===== config.mk =====
export PLATFORM = sky130hd
export DESIGN_NAME = dmem_mmio_bridge
export DESIGN_NICKNAME = d
export VERILOG_FILES = /design/src/rtl/dmem_mmio_bridge.sv
export SDC_FILE = /design/constraint.sdc
export NUM_CORES = 1
export LEC_CHECK = 0
export CAP_MARGIN = 20
export CORE_MARGIN = 10
export CORE_UTILIZATION = 47
export CTS_CLUSTER_SIZE = 10
export DETAILED_ROUTE_END_ITERATION = 8
export PLACE_DENSITY_LB_ADDON = 0.3
export REMOVE_ABC_BUFFERS = 1
export SETUP_SLACK_MARGIN = 0.5
export SYNTH_ARGS = -nofsm -noshare
export SYNTH_HDL_FRONTEND = slang
export SYNTH_SLANG_ARGS = --single-unit

===== constraint.sdc =====
create_clock -name clock -period 4 [get_ports clock]
set_input_delay 0.4 -clock clock [delete_from_list [all_inputs] [get_ports clock]]
set_output_delay 0.4 -clock clock [all_outputs]
set_load 0.005 [all_outputs]

===== src/rtl/dmem_mmio_bridge.sv =====
// dmem_mmio_bridge: forwards CPU data-memory accesses to RAM and decodes the top 256 words as
// MMIO (LED, TX FIFO, STATUS, CYCLE). Define `MMIO_CYCLE_COUNTER_EN to build the cycle counter.
module dmem_mmio_bridge #(
    parameter int          FIFO_DEPTH = 8,
    parameter logic [11:0] MMIO_BASE  = 12'hF00
) (
    input  logic        clock,
    input  logic        reset,
    input  logic        cpu_wren,
    input  logic [31:0] cpu_addr,
    input  logic [31:0] cpu_wdata,
    output logic [31:0] cpu_rdata,
    output logic        ram_wen,
    output logic [11:0] ram_addr,
    output logic [31:0] ram_wdata,
    input  logic [31:0] ram_rdata,
    output logic [15:0] led,
    output logic [7:0]  tx_data,
    output logic        tx_valid,
    input  logic        tx_ready
);
    localparam int PTR_W = $clog2(FIFO_DEPTH);
    localparam int CNT_W = $clog2(FIFO_DEPTH + 1);

    localparam logic [7:0] OFF_LED    = 8'h00;
    localparam logic [7:0] OFF_TX     = 8'h01;
    localparam logic [7:0] OFF_STATUS = 8'h02;
    localparam logic [7:0] OFF_CYCLE  = 8'h03;

    logic       hit;
    logic       mmio_wr;
    logic [7:0] offset;

    assign hit     = (cpu_addr[11:8] == MMIO_BASE[11:8]);
    assign offset  = cpu_addr[7:0];
    assign mmio_wr = cpu_wren & hit;

    assign ram_addr  = cpu_addr[11:0];
    assign ram_wdata = cpu_wdata;
    assign ram_wen   = cpu_wren & ~hit;

    // Address bits above the 12-bit data space are deliberately not decoded.
    logic unused_addr_bits;
    assign unused_addr_bits = ^cpu_addr[31:12];

    // ---------------- LED register ----------------
    always_ff @(posedge clock or negedge reset) begin
        // NOTE: sequential state uses non-blocking assignments so every register samples pre-edge values.
        if (!reset)
            led <= '0;
        else if (mmio_wr && offset == OFF_LED)
            led <= cpu_wdata[15:0];
    end

    // ---------------- TX FIFO ----------------
    logic [7:0]       fifo_mem [FIFO_DEPTH];
    logic [PTR_W-1:0] wr_ptr, rd_ptr;
    logic [CNT_W-1:0] count;
    logic             empty, full, pop, push, push_ok, ovf;

    assign empty    = (count == '0);
    assign full     = (count == CNT_W'(FIFO_DEPTH));
    assign tx_valid = ~empty;
    assign pop      = tx_valid & tx_ready;
    assign push     = mmio_wr && (offset == OFF_TX);
    assign push_ok  = push & (~full | pop);
    assign tx_data  = empty ? 8'h00 : fifo_mem[rd_ptr];

    always_ff @(posedge clock or negedge reset) begin
        if (!reset) begin
            wr_ptr <= '0;
            rd_ptr <= '0;
            count  <= '0;
            ovf    <= 1'b0;
        end else begin
            if (push_ok) wr_ptr <= wr_ptr + PTR_W'(1);
            if (pop)     rd_ptr <= rd_ptr + PTR_W'(1);
            case ({push_ok, pop})
                2'b10:   count <= count + CNT_W'(1);
                2'b01:   count <= count - CNT_W'(1);
                default: count <= count;
            endcase
            if (push && !push_ok)
                ovf <= 1'b1;
            else if (mmio_wr && offset == OFF_STATUS)
                ovf <= 1'b0;
        end
    end

    // NOTE: storage array has no reset; empty-gating of tx_data hides stale contents.
    always_ff @(posedge clock) begin
        if (push_ok)
            fifo_mem[wr_ptr] <= cpu_wdata[7:0];
    end

    // ---------------- Cycle counter ----------------
    logic [31:0] cycle_val;
`ifdef MMIO_CYCLE_COUNTER_EN
    always_ff @(posedge clock or negedge reset) begin
        if (!reset)
            cycle_val <= '0;
        else if (mmio_wr && offset == OFF_CYCLE)
            cycle_val <= cpu_wdata;
        else
            cycle_val <= cycle_val + 32'd1;
    end
`else
    assign cycle_val = '0;
    logic unused_wdata_bits;
    assign unused_wdata_bits = ^cpu_wdata[31:16];
`endif

    // ---------------- Read path ----------------
    logic [31:0] mmio_rdata;
    logic [31:0] mmio_q;
    logic        sel_q;

    always_comb begin
        // NOTE: default assignment first so no path leaves mmio_rdata unassigned (no latch).
        mmio_rdata = '0;
        case (offset)
            OFF_LED:    mmio_rdata = {16'h0, led};
            OFF_STATUS: mmio_rdata = {28'h0, ovf, full, empty, tx_ready};
            OFF_CYCLE:  mmio_rdata = cycle_val;
            default:    mmio_rdata = '0;
        endcase
    end

    // Reset selects the MMIO path with zero data so loads read 0 until the first edge.
    always_ff @(posedge clock or negedge reset) begin
        if (!reset) begin
            sel_q  <= 1'b1;
            mmio_q <= '0;
        end else begin
            sel_q  <= hit;
            mmio_q <= mmio_rdata;
        end
    end

    assign cpu_rdata = sel_q ? mmio_q : ram_rdata;

endmodule


==> results.ini <==
[status]
status = finished clean

[power]
clkPwrFrac = 0.242
p_int_mw = 2.06
swShare = 0.282
p_leak_nw = 2.54
power.density_mw_per_mm2 = 437
seq_power_share = 0.462
total_power_mw = 2.87
p_comb_frac = 0.296
switchingPower_uw = 809
ir_drop_v = 0.000209

[timing]
holdWs_ns = 0.180
fmax_mhz = 331
hold_viol = 0
period_needed_ns = 3.02
finalCritPeriodShare = 0.756
rsz0062_at_grt = false
timing.slew.headroom = 0.357
maxSlewViolCount = 0
setup_viol = 0
worstMarginPinSlew_ns = 0.964
finalSetupTns_ns = 0
fin_skew_ns = 0.0134
finalWorstSetupSlack_ns = 0.976

[clocking]
cts_resized = 0
cts_tree = done
cts_sinks = 108
cts_buffer_depth = 2
root_buffer = clkbuf_8
cts_hold_buf = 0
clk_pin_slew_worst_paths_ns = 0.11
insertion_delay_ns = 0.37
htreeDepth = 3
cts_setup_buffers = 0
cts_buffers = 9

[floorplanning]
die_w_um = 123
die_area_sq_mm = 0.0151
initial_utilization = 0.483
ios = 202
coreArea_sq_mm = 0.0103
rows = 37
die_y_um = 123

[placement]
dp.cells = 578
gp_congestion = 0.745
io_buffers = 149
placed_area_sq_mm = 0.00635
pre_cts_ws_ns = 0.600
dp_hpwl_um = 8950

[routing]
drc_errors = 0
vias_per_cell = 5.12
routed_wl_um = 11900
drtIter0Drc = 202
firstDrtPassIters = 4
drtAntennaViolNets = 0
routedWlPerCell_um = 20.1
vias = 3039

[cells_and_area]
layout_common_cells = clkdlybuf4s50_1, edfxtp_1, dfrtp_1
nNetsFinal = 558
num_antenna_cells = 0
stdcell_count = 594
stdcell_area_sq_mm = 0.00657
drive_gt1_frac = 0.188
seqCellArea_sq_mm = 0.00302
area_growth_syn_to_layout_pct = 31.6
final_common_cell = clkdlybuf4s50_1
fill_cells = 769
utilization = 0.636
multi_input_area_sq_mm = 0.00154

[critical_path]
reg2reg_depth = 10
rr_startpoint = count[0]
cp.required_ns = 4.27
worstPathArrival_ns = 3.29
end_kind = flop
path_max_fanout = 8
r2r_slack_ns = 1.42
critPathLaunch = cpu_addr[7]
r2r_end = count[3]
critPathLaunchType = input pin
worstSetupPathType = in -> reg
critical_path.endpoint = count[3]

[logic_synthesis]
synth_seq_cells = 108
synth-seq-area-share = 0.606
ys_warn_count = 0
synth.distinct_cells = 39
yosysTopAreaCellShare = 0.385
synth_top_area_cell = edfxtp_1
synthCells = 336
syn-cell-area_sq_mm = 0.00499
yosys-top-cells-area = edfxtp_1, dfrtp_1, mux2_2
syn_avg_cell_area_sq_um = 14.8

[global_routing]
grt_max_degree = 45
grt_pass1_vias = 3206
grt_use_total = 0.155
overflow = 0
antenna_found_initial = 0
grt_pass1_wl_um = 18100

[run]
max_cap_viol_count = 0

[hold_path]
hold_path.class = in -> async

[worst max-delay path, cell delays in order]
cell             delay (ns)
clkdlybuf4s50_1        0.42
or4_4                  0.57
nor4_4                 0.28
buf_4                  0.20
nand2b_1               0.15
inv_1                  0.08
ha_1                   0.27
a21o_1                 0.19
a21o_1                 0.19
or4_1                  0.41
o2111ai_1              0.13
[cell type report]
type,instances,share of cell area
Tap cell,136,0.0259
Multi-Input combinational cell,164,0.235
Sequential cell,108,0.461
Timing Repair Buffer,162,0.241
Clock inverter,7,0.0137
Clock buffer,9,0.0189
Inverter,8,0.00457
[cell families (layout without fill, tap and decap cells)]
group	after synthesis	count (layout)	synth area share
AO/OA/AOI/OAI	9	9	0.0128
XOR/XNOR	6	6	0.0105
buffers and inverters	64	186	0.0843
flip-flops	108	108	0.606
AND/OR/NAND/NOR	80	80	0.0943
multiplexers	64	64	0.178
adder cells (fa/ha/maj)	5	5	0.0140
[layer usage]
layer  GRT usage  share of wire
met3      0.0515          0.073
met5           0              0
met4      0.0459         0.0071
met2       0.259           0.53
met1       0.187           0.39
[power by group through the flow]
stage	clock network [mW]	registers (mW)	logic [mW]
6_report	0.694	1.33	0.848
5_1_grt	0.759	1.34	0.929
4_1_cts	0.712	1.33	0.870
3_5_place_dp	0	1.35	0.866
3_3_place_gp	0	1.35	0.848
2_1_floorplan	0	1.36	0.426
[state kept, by name, summed over array words and instances (netlist names)]
register,count
fifo_mem,64
led,16
count,4
sel_q,1
rd_ptr,3
mmio_q,16
wr_ptr,3
ovf,1
[cells in the mapped netlist]
library cell / count
nand2_1: 10
clkbuf_1: 4
ha_1: 4
a21o_1: 2
buf_1: 3
nor2_1: 14
mux2i_1: 14
or3_1: 1
nor2b_1: 16
a211o_1: 1
o2111ai_1: 1
inv_2: 1
o41a_1: 1
dfstp_2: 1
mux2_4: 1
or4_1: 1
buf_2: 3
and3_1: 1
mux4_2: 16
or3_4: 1
dfrtp_1: 43
buf_6: 1
nor4_1: 1
nand3b_1: 1
nand4_1: 2
nor4_4: 2
nor3_1: 6
edfxtp_1: 64
nand2b_1: 5
mux2_2: 33
a21oi_1: 2
inv_1: 7
fa_1: 1
and2_1: 14
o21ai_0: 2
nand3_1: 4
xnor2_1: 6
or4_4: 1
buf_4: 45
[worst min-delay path by stage]
| stage | to | slack, ns | start | cells after the start |
|---|---|---|---|---|
| detailed placement | mmio_q[9] | 0.49 | led[9] | 1 |
| finish | led[14] | 0.18 | reset | 1 |
| global route | led[14] | 0.24 | reset | 1 |
| floorplan | count[0] | 0.10 | reset | 0 |
| global placement | mmio_q[15] | 0.48 | led[15] | 1 |
| CTS | led[14] | 0.21 | reset | 1 |
Note: power is estimated with default switching activity, not from simulation.
